$ cat src/rtl/multicycle_control_fsm_pkg.sv
// Shared RV32I control encodings: opcodes, FSM states and datapath select codes.
// Imported by the control FSM, its decoder and the datapath.
package rv32i_ctrl_pkg;
   localparam logic [6:0] OPC_LUI    = 7'b0110111;
   localparam logic [6:0] OPC_AUIPC  = 7'b0010111;
   localparam logic [6:0] OPC_JAL    = 7'b1101111;
   localparam logic [6:0] OPC_JALR   = 7'b1100111;
   localparam logic [6:0] OPC_BRANCH = 7'b1100011;
   localparam logic [6:0] OPC_LOAD   = 7'b0000011;
   localparam logic [6:0] OPC_STORE  = 7'b0100011;
   localparam logic [6:0] OPC_OPIMM  = 7'b0010011;
   localparam logic [6:0] OPC_OP     = 7'b0110011;

   typedef enum logic [2:0] {
      ST_IDLE = 3'd0, ST_FETCH = 3'd1, ST_DECODE = 3'd2, ST_EXECUTE = 3'd3,
      ST_MEM = 3'd4, ST_WRITEBACK = 3'd5, ST_TRAP = 3'd6
   } state_e;

   localparam logic [2:0] WB_ALU = 3'b000, WB_MEM = 3'b001, WB_IMM = 3'b010, WB_PC4 = 3'b011;
   localparam logic [2:0] IMM_I = 3'b000, IMM_S = 3'b001, IMM_B = 3'b010, IMM_U = 3'b011, IMM_J = 3'b100;
   localparam logic [1:0] PC_SEQ = 2'b00, PC_BR = 2'b01, PC_JAL = 2'b10, PC_JALR = 2'b11;
   localparam logic [2:0] MT_WORD = 3'b010;

   typedef struct packed {
      logic [2:0] alu_inst;
      logic       alu_alt;
      logic       alu_in_ctrl;
      logic [2:0] alu_out_ctrl;
      logic [2:0] imm_ctrl;
      logic [2:0] mem_type;
      logic [1:0] ctrl_branch;
      logic       rd1;
      logic       rd2;
      logic       is_load;
      logic       is_store;
      logic       is_branch;
      logic       is_jump;
      logic       illegal;
   } ctrl_t;
endpackage

$ cat src/rtl/multicycle_control_fsm_if.sv
// Control bus between the multi-cycle FSM (master) and the datapath (slave).
interface multicycle_control_fsm_if;
   logic [31:0] INST;
   logic        MEM_READY, BRANCH_TAKEN;
   logic        IR_WRITE, PC_WRITE, REG_READ_Ctrl_1, REG_READ_Ctrl_2;
   logic        ALU_IN_CTRL, ALU_ALT, Reg_WRITE, read_enable, write_enable;
   logic [2:0]  ALU_INST, ALU_OUT_CTRL, IMM_CTRL, mem_type, STATE;
   logic [1:0]  CTRL_BRANCH;
   logic        ILLEGAL_INST, MEM_TIMEOUT;

   modport master (
      input  INST, MEM_READY, BRANCH_TAKEN,
      output IR_WRITE, PC_WRITE, REG_READ_Ctrl_1, REG_READ_Ctrl_2, ALU_IN_CTRL, ALU_INST,
             ALU_ALT, ALU_OUT_CTRL, IMM_CTRL, Reg_WRITE, read_enable, write_enable,
             mem_type, CTRL_BRANCH, STATE, ILLEGAL_INST, MEM_TIMEOUT
   );
   modport slave (
      output INST, MEM_READY, BRANCH_TAKEN,
      input  IR_WRITE, PC_WRITE, REG_READ_Ctrl_1, REG_READ_Ctrl_2, ALU_IN_CTRL, ALU_INST,
             ALU_ALT, ALU_OUT_CTRL, IMM_CTRL, Reg_WRITE, read_enable, write_enable,
             mem_type, CTRL_BRANCH, STATE, ILLEGAL_INST, MEM_TIMEOUT
   );
endinterface

$ cat src/rtl/multicycle_control_fsm_decoder.sv
// Combinational RV32I field decoder: opcode/funct3/funct7[5] to control fields.
module rv32i_inst_decoder
   import rv32i_ctrl_pkg::*;
(
   input  logic [6:0] opcode,
   input  logic [2:0] funct3,
   input  logic       funct7_b5,
   output ctrl_t      ctrl
);
   always_comb begin
      ctrl = '0;
      case (opcode)
         OPC_OP: begin
            ctrl.alu_inst = funct3;
            ctrl.alu_alt  = funct7_b5;
            ctrl.rd1      = 1'b1;
            ctrl.rd2      = 1'b1;
         end
         OPC_OPIMM: begin
            ctrl.alu_inst    = funct3;
            ctrl.alu_in_ctrl = 1'b1;
            ctrl.imm_ctrl    = IMM_I;
            // bit 30 of an I-immediate is only a modifier for the shift-right form
            ctrl.alu_alt     = (funct3 == 3'b101) && funct7_b5;
            ctrl.rd1         = 1'b1;
         end
         OPC_LOAD: begin
            ctrl.alu_in_ctrl  = 1'b1;
            ctrl.imm_ctrl     = IMM_I;
            ctrl.mem_type     = funct3;
            ctrl.alu_out_ctrl = WB_MEM;
            ctrl.rd1          = 1'b1;
            ctrl.is_load      = 1'b1;
         end
         OPC_STORE: begin
            ctrl.alu_in_ctrl = 1'b1;
            ctrl.imm_ctrl    = IMM_S;
            ctrl.mem_type    = funct3;
            ctrl.rd1         = 1'b1;
            ctrl.rd2         = 1'b1;
            ctrl.is_store    = 1'b1;
         end
         OPC_LUI: begin
            ctrl.alu_out_ctrl = WB_IMM;
            ctrl.imm_ctrl     = IMM_U;
         end
         OPC_AUIPC: ctrl.imm_ctrl = IMM_U;
         OPC_JAL: begin
            ctrl.ctrl_branch  = PC_JAL;
            ctrl.alu_out_ctrl = WB_PC4;
            ctrl.imm_ctrl     = IMM_J;
            ctrl.is_jump      = 1'b1;
         end
         OPC_JALR: begin
            ctrl.ctrl_branch  = PC_JALR;
            ctrl.alu_out_ctrl = WB_PC4;
            ctrl.imm_ctrl     = IMM_I;
            ctrl.rd1          = 1'b1;
            ctrl.is_jump      = 1'b1;
         end
         OPC_BRANCH: begin
            ctrl.ctrl_branch = PC_BR;
            ctrl.imm_ctrl    = IMM_B;
            ctrl.rd1         = 1'b1;
            ctrl.rd2         = 1'b1;
            ctrl.is_branch   = 1'b1;
         end
         default: ctrl.illegal = 1'b1;
      endcase
   end
endmodule

$ cat src/rtl/multicycle_control_fsm.sv
// Multi-cycle RV32I control FSM: F/D/E/M/WB sequencing, latched decode,
// bounded memory waits and sticky trap causes.
module multicycle_control_fsm
   import rv32i_ctrl_pkg::*;
#(
   parameter int MEM_WAIT_MAX = 15,
   parameter bit ENABLE_TRAP  = 1'b1
) (
   input logic                    clk,
   input logic                    rst,
   multicycle_control_fsm_if.master bus
);
   localparam int CW = (MEM_WAIT_MAX > 0) ? $clog2(MEM_WAIT_MAX + 1) : 1;
   localparam logic [CW-1:0] WAIT_LIM = CW'(MEM_WAIT_MAX);

   state_e        state, nstate;
   logic [6:0]    opc_q;
   logic [2:0]    f3_q;
   logic          f7_q;
   logic [CW-1:0] wait_cnt;
   logic          ill_q, to_q;
   logic          waiting, wait_hit;
   ctrl_t         ctrl;

   // In DECODE the IR is decoded live (illegal check, register reads);
   // afterwards the latched fields hold the controls steady.
   rv32i_inst_decoder u_dec (
      .opcode   ((state == ST_DECODE) ? bus.INST[6:0]   : opc_q),
      .funct3   ((state == ST_DECODE) ? bus.INST[14:12] : f3_q),
      .funct7_b5((state == ST_DECODE) ? bus.INST[30]    : f7_q),
      .ctrl     (ctrl)
   );

   assign waiting  = (state == ST_FETCH) || (state == ST_MEM);
   assign wait_hit = (MEM_WAIT_MAX != 0) && (wait_cnt == WAIT_LIM) && !bus.MEM_READY;

   always_ff @(posedge clk or posedge rst) begin
      if (rst) state <= ST_IDLE;
      else     state <= nstate;
   end

   always_comb begin
      nstate = state;
      case (state)
         ST_IDLE:  nstate = ST_FETCH;
         ST_FETCH: begin
            if (bus.MEM_READY)  nstate = ST_DECODE;
            else if (wait_hit)  nstate = ST_TRAP;
         end
         ST_DECODE: begin
            if (!ctrl.illegal)    nstate = ST_EXECUTE;
            else if (ENABLE_TRAP) nstate = ST_TRAP;
            else                  nstate = ST_FETCH;
         end
         ST_EXECUTE: begin
            if (ctrl.is_load || ctrl.is_store) nstate = ST_MEM;
            else if (ctrl.is_branch)           nstate = ST_FETCH;
            else                               nstate = ST_WRITEBACK;
         end
         ST_MEM: begin
            if (bus.MEM_READY) begin
               if (ctrl.is_load) nstate = ST_WRITEBACK;
               else              nstate = ST_FETCH;
            end else if (wait_hit) nstate = ST_TRAP;
         end
         ST_WRITEBACK: nstate = ST_FETCH;
         ST_TRAP:      nstate = ST_TRAP;
         default:      nstate = ST_IDLE;
      endcase
   end

   always_ff @(posedge clk or posedge rst) begin
      if (rst) begin
         opc_q    <= '0;
         f3_q     <= '0;
         f7_q     <= 1'b0;
         wait_cnt <= '0;
         ill_q    <= 1'b0;
         to_q     <= 1'b0;
      end else begin
         if (state == ST_DECODE) begin
            opc_q <= bus.INST[6:0];
            f3_q  <= bus.INST[14:12];
            f7_q  <= bus.INST[30];
         end
         // Saturating at the limit also keeps a disabled (zero) limit parked at 0.
         if (nstate != state && (nstate == ST_FETCH || nstate == ST_MEM))
            wait_cnt <= '0;
         else if (waiting && !bus.MEM_READY && wait_cnt != WAIT_LIM)
            wait_cnt <= wait_cnt + 1'b1;
         if (state != ST_TRAP && nstate == ST_TRAP) begin
            if (state == ST_DECODE) ill_q <= 1'b1;
            else                    to_q  <= 1'b1;
         end
      end
   end

   always_comb begin
      bus.IR_WRITE        = 1'b0;
      bus.PC_WRITE        = 1'b0;
      bus.REG_READ_Ctrl_1 = 1'b0;
      bus.REG_READ_Ctrl_2 = 1'b0;
      bus.ALU_IN_CTRL     = 1'b0;
      bus.ALU_INST        = 3'b000;
      bus.ALU_ALT         = 1'b0;
      bus.ALU_OUT_CTRL    = WB_ALU;
      bus.IMM_CTRL        = IMM_I;
      bus.Reg_WRITE       = 1'b0;
      bus.read_enable     = 1'b0;
      bus.write_enable    = 1'b0;
      bus.mem_type        = 3'b000;
      bus.CTRL_BRANCH     = PC_SEQ;
      bus.STATE           = state;
      bus.ILLEGAL_INST    = ill_q;
      bus.MEM_TIMEOUT     = to_q;
      case (state)
         ST_FETCH: begin
            bus.read_enable = 1'b1;
            bus.mem_type    = MT_WORD;
            bus.IR_WRITE    = bus.MEM_READY;
            bus.PC_WRITE    = bus.MEM_READY;
         end
         ST_DECODE: begin
            bus.REG_READ_Ctrl_1 = ctrl.rd1;
            bus.REG_READ_Ctrl_2 = ctrl.rd2;
         end
         ST_EXECUTE, ST_MEM, ST_WRITEBACK: begin
            bus.ALU_IN_CTRL  = ctrl.alu_in_ctrl;
            bus.ALU_INST     = ctrl.alu_inst;
            bus.ALU_ALT      = ctrl.alu_alt;
            bus.ALU_OUT_CTRL = ctrl.alu_out_ctrl;
            bus.IMM_CTRL     = ctrl.imm_ctrl;
            bus.mem_type     = ctrl.mem_type;
            bus.CTRL_BRANCH  = ctrl.ctrl_branch;
            if (state == ST_EXECUTE) begin
               bus.REG_READ_Ctrl_1 = ctrl.rd1;
               bus.REG_READ_Ctrl_2 = ctrl.rd2;
               bus.PC_WRITE        = ctrl.is_jump || (ctrl.is_branch && bus.BRANCH_TAKEN);
            end
            if (state == ST_MEM) begin
               bus.read_enable  = ctrl.is_load;
               bus.write_enable = ctrl.is_store;
            end
            if (state == ST_WRITEBACK) bus.Reg_WRITE = 1'b1;
         end
         default: ;
      endcase
   end
endmodule
$ cat src/flat_wrapper.sv
// flat-port wrapper written by rule: the top's interface ports become plain ports
module multicycle_control_fsm_flat import rv32i_ctrl_pkg::*;
#(
   parameter int MEM_WAIT_MAX = 15,
   parameter bit ENABLE_TRAP  = 1'b1
)
  (clk, rst, bus_INST, bus_MEM_READY, bus_BRANCH_TAKEN, bus_IR_WRITE, bus_PC_WRITE, bus_REG_READ_Ctrl_1, bus_REG_READ_Ctrl_2, bus_ALU_IN_CTRL, bus_ALU_INST, bus_ALU_ALT, bus_ALU_OUT_CTRL, bus_IMM_CTRL, bus_Reg_WRITE, bus_read_enable, bus_write_enable, bus_mem_type, bus_CTRL_BRANCH, bus_STATE, bus_ILLEGAL_INST, bus_MEM_TIMEOUT);
  multicycle_control_fsm_if bus_i ();
  input logic clk;
  input logic rst;
  input wire logic [$bits(bus_i.INST)-1:0] bus_INST;
  input wire logic [$bits(bus_i.MEM_READY)-1:0] bus_MEM_READY;
  input wire logic [$bits(bus_i.BRANCH_TAKEN)-1:0] bus_BRANCH_TAKEN;
  output wire logic [$bits(bus_i.IR_WRITE)-1:0] bus_IR_WRITE;
  output wire logic [$bits(bus_i.PC_WRITE)-1:0] bus_PC_WRITE;
  output wire logic [$bits(bus_i.REG_READ_Ctrl_1)-1:0] bus_REG_READ_Ctrl_1;
  output wire logic [$bits(bus_i.REG_READ_Ctrl_2)-1:0] bus_REG_READ_Ctrl_2;
  output wire logic [$bits(bus_i.ALU_IN_CTRL)-1:0] bus_ALU_IN_CTRL;
  output wire logic [$bits(bus_i.ALU_INST)-1:0] bus_ALU_INST;
  output wire logic [$bits(bus_i.ALU_ALT)-1:0] bus_ALU_ALT;
  output wire logic [$bits(bus_i.ALU_OUT_CTRL)-1:0] bus_ALU_OUT_CTRL;
  output wire logic [$bits(bus_i.IMM_CTRL)-1:0] bus_IMM_CTRL;
  output wire logic [$bits(bus_i.Reg_WRITE)-1:0] bus_Reg_WRITE;
  output wire logic [$bits(bus_i.read_enable)-1:0] bus_read_enable;
  output wire logic [$bits(bus_i.write_enable)-1:0] bus_write_enable;
  output wire logic [$bits(bus_i.mem_type)-1:0] bus_mem_type;
  output wire logic [$bits(bus_i.CTRL_BRANCH)-1:0] bus_CTRL_BRANCH;
  output wire logic [$bits(bus_i.STATE)-1:0] bus_STATE;
  output wire logic [$bits(bus_i.ILLEGAL_INST)-1:0] bus_ILLEGAL_INST;
  output wire logic [$bits(bus_i.MEM_TIMEOUT)-1:0] bus_MEM_TIMEOUT;
  assign bus_i.INST = bus_INST;
  assign bus_i.MEM_READY = bus_MEM_READY;
  assign bus_i.BRANCH_TAKEN = bus_BRANCH_TAKEN;
  assign bus_IR_WRITE = bus_i.IR_WRITE;
  assign bus_PC_WRITE = bus_i.PC_WRITE;
  assign bus_REG_READ_Ctrl_1 = bus_i.REG_READ_Ctrl_1;
  assign bus_REG_READ_Ctrl_2 = bus_i.REG_READ_Ctrl_2;
  assign bus_ALU_IN_CTRL = bus_i.ALU_IN_CTRL;
  assign bus_ALU_INST = bus_i.ALU_INST;
  assign bus_ALU_ALT = bus_i.ALU_ALT;
  assign bus_ALU_OUT_CTRL = bus_i.ALU_OUT_CTRL;
  assign bus_IMM_CTRL = bus_i.IMM_CTRL;
  assign bus_Reg_WRITE = bus_i.Reg_WRITE;
  assign bus_read_enable = bus_i.read_enable;
  assign bus_write_enable = bus_i.write_enable;
  assign bus_mem_type = bus_i.mem_type;
  assign bus_CTRL_BRANCH = bus_i.CTRL_BRANCH;
  assign bus_STATE = bus_i.STATE;
  assign bus_ILLEGAL_INST = bus_i.ILLEGAL_INST;
  assign bus_MEM_TIMEOUT = bus_i.MEM_TIMEOUT;
  multicycle_control_fsm #(.MEM_WAIT_MAX(MEM_WAIT_MAX), .ENABLE_TRAP(ENABLE_TRAP)) u_core (.clk(clk), .rst(rst), .bus(bus_i));
endmodule
$ cat config.mk
export PLATFORM = sky130hd
export DESIGN_NAME = multicycle_control_fsm_flat
export DESIGN_NICKNAME = d
export VERILOG_FILES = /design/src/rtl/multicycle_control_fsm_pkg.sv /design/src/rtl/multicycle_control_fsm_if.sv /design/src/rtl/multicycle_control_fsm_decoder.sv /design/src/rtl/multicycle_control_fsm.sv /design/src/flat_wrapper.sv
export SDC_FILE = /design/constraint.sdc
export NUM_CORES = 1
export LEC_CHECK = 0
export CAP_MARGIN = 20
export CORE_UTILIZATION = 46
export DETAILED_ROUTE_END_ITERATION = 12
export PLACE_DENSITY = 0.95
export SYNTH_ARGS = -nofsm -noshare
export SYNTH_HDL_FRONTEND = slang
export SYNTH_HIERARCHICAL = 1
export SYNTH_SLANG_ARGS = --single-unit
$ cat constraint.sdc
create_clock -name clk -period 7.3 [get_ports clk]
set_clock_uncertainty 0.05 [all_clocks]
set_input_delay 2.19 -clock clk [delete_from_list [all_inputs] [get_ports clk]]
set_output_delay 2.19 -clock clk [all_outputs]
set_load 0.02 [all_outputs]
# After elaboration in Yosys (flattened, before gate mapping)
# Index checks and enable logic that the tools add are counted.
# word_totals
regBits,20
in_bits,36
output_inout_bits,28
elab_cells,102
# classes
add_sub_neg,1
eq_ne,23
muxes,45
bitwise_logic,1
reduce_logical,25
# op_table
op,count
two-way mux 3 bit,11
"== test 7 x 6 -> 1 bit, second input constant",3
"== test 7 bit, second input constant",3
two-way mux 1 bit,19
"== test 3 bit, second input constant",6
one-hot mux 3 bit (6 select lines),1
"== test 7 x 5 -> 1 bit, second input constant",2
one-hot mux 2 bit (3 select lines),2
one-hot mux 3 bit (4 select lines),1
OR reduction 3 bit,3
OR reduction 9 bit,1
two-way mux 4 bit,2
one-hot mux 1 bit (2 select lines),4
one-hot mux 4 bit (2 select lines),1
OR reduction 2 bit,4
"== test 7 x 2 -> 1 bit, second input constant",1
logical AND 1 bit,7
two-way mux 7 bit,1
"== test 3 x 1 -> 1 bit, second input constant",2
"== test 3 x 2 -> 1 bit, second input constant",2
one-hot mux 3 bit (2 select lines),1
OR reduction 6 bit,1
"adder 4 x 1 -> 4 bit, second input constant",1
"== test 4 bit, second input constant",1
other kinds (10),15

# Depth between registers and ports, before layout
# Gate-level depths: netlist of the first run.
# depth
ltp_word,11
mapped_depth,14

# Hierarchy
# The synthesis of the first run kept the hierarchy.
# by_module_without_submodules
mod,n_inst,cells_per_inst,area_each_um2,seq_area_each_um2
multicycle_control_fsm,1,116,1227.4,500.5
rv32i_inst_decoder,1,48,305.3,0.0

# Worst setup path after synthesis of the first run
# No wires, ideal clock.
# synth_path
path_type,input port to output port
from,input bus_INST[2]
to,output bus_mem_type[1]
arrival_ns,3.909
required_ns,5.060
path_slack_ns,1.151
path_stages,7
path_buffers,1
cell_sequence,mux2_1 nand4bb_1 clkbuf_2 or3_4 nor2_1 nor2b_1 o21ai_0
# synth_rtl
element,line_no,text
from (decl),flat_wrapper.sv:11,input wire logic [$bits(bus_i.INST)-1:0] bus_INST;
to (decl),flat_wrapper.sv:26,output wire logic [$bits(bus_i.mem_type)-1:0] bus_mem_type;

==> run summary, run 1 <==
Number of synthesized register bits: 20
Die Span X: 59.7 µm
Clk root buf: clkbuf_4
Worst Tran Pin Value: 0.771 ns
Period utilization: 95.4%
Buffers on Ports: 41
Die Ht: 59.7 µm
DR iter-0 viols: 47
Fmax: 144 MHz
Placed cell count: 241
EDFF count, synth: 0
Largest family of logic cells by synthesized area: simple AND/OR/NAND/NOR gates
PD cells: 342 nW/µm²
Fin cells: 244
Met1 usage: 28.5%
Remaining antenna violation count: 0
Number of global-route vias before repair: 1199
Hold Buf Count CTS: 0
FF/Latch Area: 500 µm²
TNS Setup: 0 ns
Largest net degree at the start of global routing: 21
I/O Pins: 64
RSZ-0062 raised after global routing: false
Clock Path Buffers: 2
Worst endpoint required time: 5.06 ns
Final Hold Vio Count: 0
Seq/Total Area, Yosys: 32.7%
CTS buffer count: 3
CTS Sinks: 20
Footprint of the multi-input gates: 933 µm²
Layout fillers: 277
Hold Crit Class: reg2reg
Worst path most repeated cell: clkdlybuf4s50_1
Yosys warns: 6
Gpl congestion: 0.803
Clock Pin Slew Worst Setup and Hold Paths: 0.10 ns
GR Util All Layers: 21.5%
Mapped cell area: 1530 µm²
Status: complete, no violations
Worst EP arrival: 4.73 ns
Ant diodes: 0
Met2 usage: 37.3%
Post-synthesis compound-gate area fraction: 18.3%
Clock latency on the worst-skew pair: 0.29 ns
Worst path cell trace: clkdlybuf4s50_1 -> mux2_1 -> nand4bb_1 -> or3_4 -> nor2_1 -> nand3_1 -> a21oi_1 -> clkdlybuf4s50_1
Total wire length: 3520 µm
Worst rel slew slack: 48.5%
Area added between synthesis and finish: 28.3%
VDD IR max: 181 µV
Tmin final: 6.97 ns
Xor/xnor cell area share of the yosys netlist: 1.71%
Num rows: 20
Core area: 3100 µm²
DRC violations left: 0
Startpoint Class: input port
Leak Pwr: 0.820 nW
Leading cell type in the layout, fill and taps excluded: clkdlybuf4s50_1
Post-DP HPWL: 2600 µm
First-pass GRT wire length: 5740 µm
Initial core utilization: 49.4%
Share of layout cells above drive strength 1: 12.5%
Vias: 1326
Setup-failing EPs final: 0
Maximum fanout along the worst path: 8
Net Count, Synth: 201
Most used DFF post-synth: dfrtp_1
Yosys cell types: 53
Total power: 0.672 mW
Drt first pass iters: 4
Slew Viols, Final: 0
Most frequent cells in the layout: 41 x clkdlybuf4s50_1, 24 x and2_1, 20 x dfrtp_1, 9 x a21oi_1, 9 x mux2_1
Die Area: 3570 µm²
Slowest-stage cell, CP: clkdlybuf4s50_1
Wire per inst: 14.4 µm
Initial antenna violation count: 0
Post-synthesis mux area share: 9.71%
Post-CTS Setup Bufs: 0
Syn Inst Count: 164
Maxcap violations: 0
Simple-gate share of the synthesized area: 30.1%
CP max stage delay: 0.63 ns
GRT busiest layer: met2
Util after Layout: 63.4%
CTS tree: done
Crit path kind: in2out
Setup crit end kind: primary output
CTS resizes: 0
Vias/cell: 5.43
Met3 Track Usage GR: 4.55%
Grt ovf: 0
Asr flop ratio synth: 100%
Average size of a mapped cell: 9.35 µm²
Final net count: 239
H-Tree Depth: 1
Adder-Cell Fraction of Synth Area: 0.816%
-- final cells by class --
cell class | count | share of cell area [%]
multi-input combinational | 126 | 47.5
sequential | 20 | 25.4
timing repair buffer | 43 | 21.6
tap | 44 | 2.80
inverter | 8 | 1.53
clock buffer | 3 | 1.15
-- cells in the mapped netlist, drive strengths merged (2+ instances only) --
cell type,n,area share [%]
nor2,8,2.1
a31o,2,1.1
xor2,2,1.1
nor2b,4,2.1
clkbuf,2,0.57
inv,8,2.0
dfrtp,20,33
buf,8,3.9
o21ai,6,2.2
and2,25,10
o21a,2,0.98
nor3,4,1.3
nand2,7,1.7
and3,4,2.0
a21o,3,1.6
mux2,12,9.1
a211oi,7,3.4
nand2b,7,3.3
nand3,3,0.98
a21oi,11,4.1
-- final timing paths --
check / cells past startpoint / endpoint / from / slack, ns
max: 8 / bus_read_enable / bus_INST[2] / 0.33
min: 1 / u_core/bus.ILLEGAL_INST / u_core/bus.ILLEGAL_INST / 0.42
max reg2reg: 11 / u_core/wait_cnt[2] / u_core/bus.STATE[1] / 3.07
min reg2reg: 1 / u_core/bus.ILLEGAL_INST / u_core/bus.ILLEGAL_INST / 0.42
max in group asynchronous: 2 / u_core/bus.MEM_TIMEOUT / rst / 4.44
min in group asynchronous: 2 / u_core/opc_q[4] / rst / 2.28
-- registers in the layout, summed over array words and instances (netlist names) --
name,cells
u_core/bus.MEM_TIMEOUT,1
u_core/bus.ILLEGAL_INST,1
u_core/bus.STATE,3
u_core/wait_cnt,4
u_core/opc_q,7
u_core/f3_q,3
u_core/f7_q,1
-- routing by layer --
layer | part of all wire [%] | wire [µm]
met2 | 51 | 1790
met1 | 44 | 1540
met5 | 0 | 0
met3 | 4.7 | 167
met4 | 0.60 | 21
-- where the power goes --
part	internal (mW)	leakage [nW]	switching [mW]	total, mW
sequential	0.154	0.246	0.0437	0.198
combinational	0.186	0.560	0.237	0.423
clock	0.0192	0.0138	0.0321	0.0513
total	0.359	0.820	0.313	0.672
-- metrics by stage --
| step | setup WS (ns) | instance area (µm²) | hold slack (ns) |
|---|---|---|---|
| floorplan | 1.15 | 1530 | 0.397 |
| global placement | 0.385 | 1940 | 0.393 |
| detailed placement | 0.339 | 1940 | 0.398 |
| CTS | 0.332 | 1970 | 0.422 |
| global route | 0.173 | 1970 | 0.438 |
| finish | 0.334 | 1970 | 0.425 |
-- cells by family (layout without fill, tap and decap cells) --
| group | Yosys count | count (layout) |
|---|---|---|
| mux | 13 | 13 |
| compound gates | 37 | 37 |
| simple gates | 71 | 71 |
| other cells | 1 | 1 |
| flops | 20 | 20 |
| fa+ha+maj | 1 | 1 |
| buf+inv | 18 | 54 |
| xor+xnor | 3 | 3 |
-- critical path, delay by kind of cell --
kind | cells | cell delay, ns
buf+inv | 2 | 1.03
simple gates | 4 | 0.96
compound gates | 1 | 0.16
mux | 1 | 0.40
Power figures use the tool's default switching activity.
==> inputs of run 2 (changes only) <==
Settings changed: CORE_ASPECT_RATIO from default to 1.75.
==> run 2 against run 1 <==
Critical path depth did not move. Power up 4.0%. Sequential share of layout area decreased by 0.32 points. Worst hold slack got worse by 0.0014 ns. Clock-buffer cell count is the same. Fmax is 0.99% higher. Global-route usage rose by 0.69 points. Combinational power increased by 2%. First-iteration DRC count down 32%. Register-to-register slack gained 0.28 ns. Via count increased by 0.53%. Non-clock buffer count increased by 1. Largest power group unchanged. Highest routed layer unchanged.
==> run summary, run 2 (same netlist as run 1, synthesis figures left out) <==
Die Span X: 45.6 µm (was 59.7 µm)
Num rows: 27 (was 20)
Vias/cell: 5.46 (was 5.43)
CP max stage delay: 0.62 ns (was 0.63 ns)
TNS Setup: 0 ns (unchanged)
Max reg flops: 7 (unchanged)
Share of layout cells above drive strength 1: 12.9% (was 12.5%)
Crit path max-delay family: buffers and inverters (unchanged)
PD cells: 351 nW/µm² (was 342 nW/µm²)
Reg-to-reg setup timing slack: 3.35 ns (was 3.07 ns)
DR iter-0 viols: 32 (was 47)
Slew Viols, Final: 0 (unchanged)
Layout fillers: 284 (was 277)
CTS resizes: 0 (unchanged)
Worst path most repeated cell: clkdlybuf4s50_1 (unchanged)
Most frequent cells in the layout: 41 x clkdlybuf4s50_1, 24 x and2_1, 20 x dfrtp_1, 9 x a21oi_1, 9 x mux2_1 (unchanged)
Largest reg by FF count: u_core/opc_q (unchanged)
Period utilization: 94.5% (was 95.4%)
Met2 usage: 41.4% (was 37.3%)
Clock latency on the worst-skew pair: 0.25 ns (was 0.29 ns)
Worst rel slew slack: 50.3% (was 48.5%)
Pre-CTS setup slack: 0.488 ns (was 0.339 ns)
Worst Tran Pin Value: 0.744 ns (was 0.771 ns)
Vias: 1333 (was 1326)
Buffers on Ports: 41 (unchanged)
Drt first pass iters: 4 (unchanged)
Leak Pwr: 0.833 nW (was 0.820 nW)
Clk root buf: clkbuf_8 (was clkbuf_4)
Clock Pin Slew Worst Setup and Hold Paths: 0.07 ns (was 0.10 ns)
Setup ws final: 0.402 ns (was 0.334 ns)
CTS tree: done (unchanged)
Initial antenna violation count: 0 (unchanged)
WP buf/inv: 2 (unchanged)
Wire per inst: 14.7 µm (was 14.4 µm)
Clock Path Buffers: 2 (unchanged)
Met3 Track Usage GR: 2.07% (was 4.55%)
Crit path kind: in2out (unchanged)
Slowest-stage cell, CP: clkdlybuf4s50_1 (unchanged)
Maxcap violations: 0 (unchanged)
Biggest regs: u_core/opc_q: 7 flops, u_core/wait_cnt: 4 flops (unchanged)
RSZ-0062 raised after global routing: false (unchanged)
Area added between synthesis and finish: 30.0% (was 28.3%)
Final Hold Vio Count: 0 (unchanged)
H-Tree Depth: 1 (unchanged)
Worst path cell trace: clkdlybuf4s50_1 -> mux2_1 -> nand4bb_1 -> or3_4 -> nor2_1 -> nand3_1 -> a21oi_1 -> clkdlybuf4s50_1 (unchanged)
Largest net degree at the start of global routing: 21 (unchanged)
Fmax: 145 MHz (was 144 MHz)
Total power: 0.699 mW (was 0.672 mW)
Number of global-route vias before repair: 1366 (was 1199)
Initial core utilization: 48.3% (was 49.4%)
Final net count: 240 (was 239)
Maximum fanout along the worst path: 4 (was 8)
Post-DP HPWL: 2670 µm (was 2600 µm)
Leading cell type in the layout, fill and taps excluded: clkdlybuf4s50_1 (unchanged)
Startpoint Class: input port (unchanged)
Worst EP arrival: 4.66 ns (was 4.73 ns)
Die Area: 3580 µm² (was 3570 µm²)
Status: complete, no violations (unchanged)
Setup crit end kind: primary output (unchanged)
Die Ht: 78.4 µm (was 59.7 µm)
Remaining antenna violation count: 0 (unchanged)
I/O Pins: 64 (unchanged)
Grt ovf: 0 (unchanged)
CTS Sinks: 20 (unchanged)
Total wire length: 3580 µm (was 3520 µm)
Hold Buf Count CTS: 0 (unchanged)
Tmin final: 6.90 ns (was 6.97 ns)
VDD IR max: 200 µV (was 181 µV)
Post-CTS Setup Bufs: 0 (unchanged)
Hold Crit Class: reg2reg (unchanged)
GRT busiest layer: met2 (unchanged)
CTS buffer count: 3 (unchanged)
DRC violations left: 0 (unchanged)
Core area: 3180 µm² (was 3100 µm²)
Met1 usage: 23.1% (was 28.5%)
Worst endpoint required time: 5.06 ns (about the same)
Ant diodes: 0 (unchanged)
GR Util All Layers: 22.2% (was 21.5%)
Gpl congestion: 0.913 (was 0.803)
First-pass GRT wire length: 5970 µm (was 5740 µm)
Setup-failing EPs final: 0 (unchanged)
## run 2: worst register-to-register path: cells and delay by family (launching register included)
| kind | cells | cell delay, ns |
|---|---|---|
| AND/OR/NAND/NOR | 6 | 1.74 |
| flip-flops | 1 | 0.78 |
| multiplexers | 2 | 0.77 |
| AO/OA/AOI/OAI | 3 | 0.55 |
## run 2: worst paths after layout
check,cells past startpoint,from,end
max reg2reg,11,u_core/bus.STATE[1],u_core/wait_cnt[1]
max in group asynchronous,2,rst,u_core/f3_q[0]
min reg2reg,1,u_core/bus.MEM_TIMEOUT,u_core/bus.MEM_TIMEOUT
min in group asynchronous,2,rst,u_core/f3_q[1]
max,8,bus_INST[3],bus_read_enable
min,1,u_core/bus.MEM_TIMEOUT,u_core/bus.MEM_TIMEOUT
## run 2: metrics by stage
stage / hold WS, ns / instance area [µm²] / std cells / util [%]
after floorplan: 0.397 / 1530 / 164 / -
after global placement: 0.391 / 1950 / 241 / 61.4
after detailed placement: 0.414 / 1950 / 241 / 61.4
after CTS: 0.429 / 1990 / 244 / 62.7
after global routing: 0.434 / 1990 / 244 / 62.7
final: 0.423 / 1990 / 244 / 62.7
## run 2: where the power goes
group	internal, mW	total, mW	switching [mW]	leakage [nW]
Combinational	0.190	0.431	0.241	0.565
Clock	0.0366	0.0692	0.0325	0.0216
Sequential	0.155	0.199	0.0444	0.246
Total	0.381	0.699	0.318	0.833
## run 2: layout make-up
type / count / area (µm²) / area share [%]
flip-flops and latches: 20 / 500 / 25.1
repair buffers: 44 / 433 / 21.7
inverters: 8 / 30.0 / 1.51
well taps: 43 / 53.8 / 2.70
multi-input cells: 126 / 933 / 46.9
clock buffers: 3 / 41.3 / 2.07
## run 2: layer usage
metal	share of wire, %	vias to the layer above
met5	0	-
met2	59	49
met4	2.3	0
met3	3.7	8
met1	35	636
li1	-	640
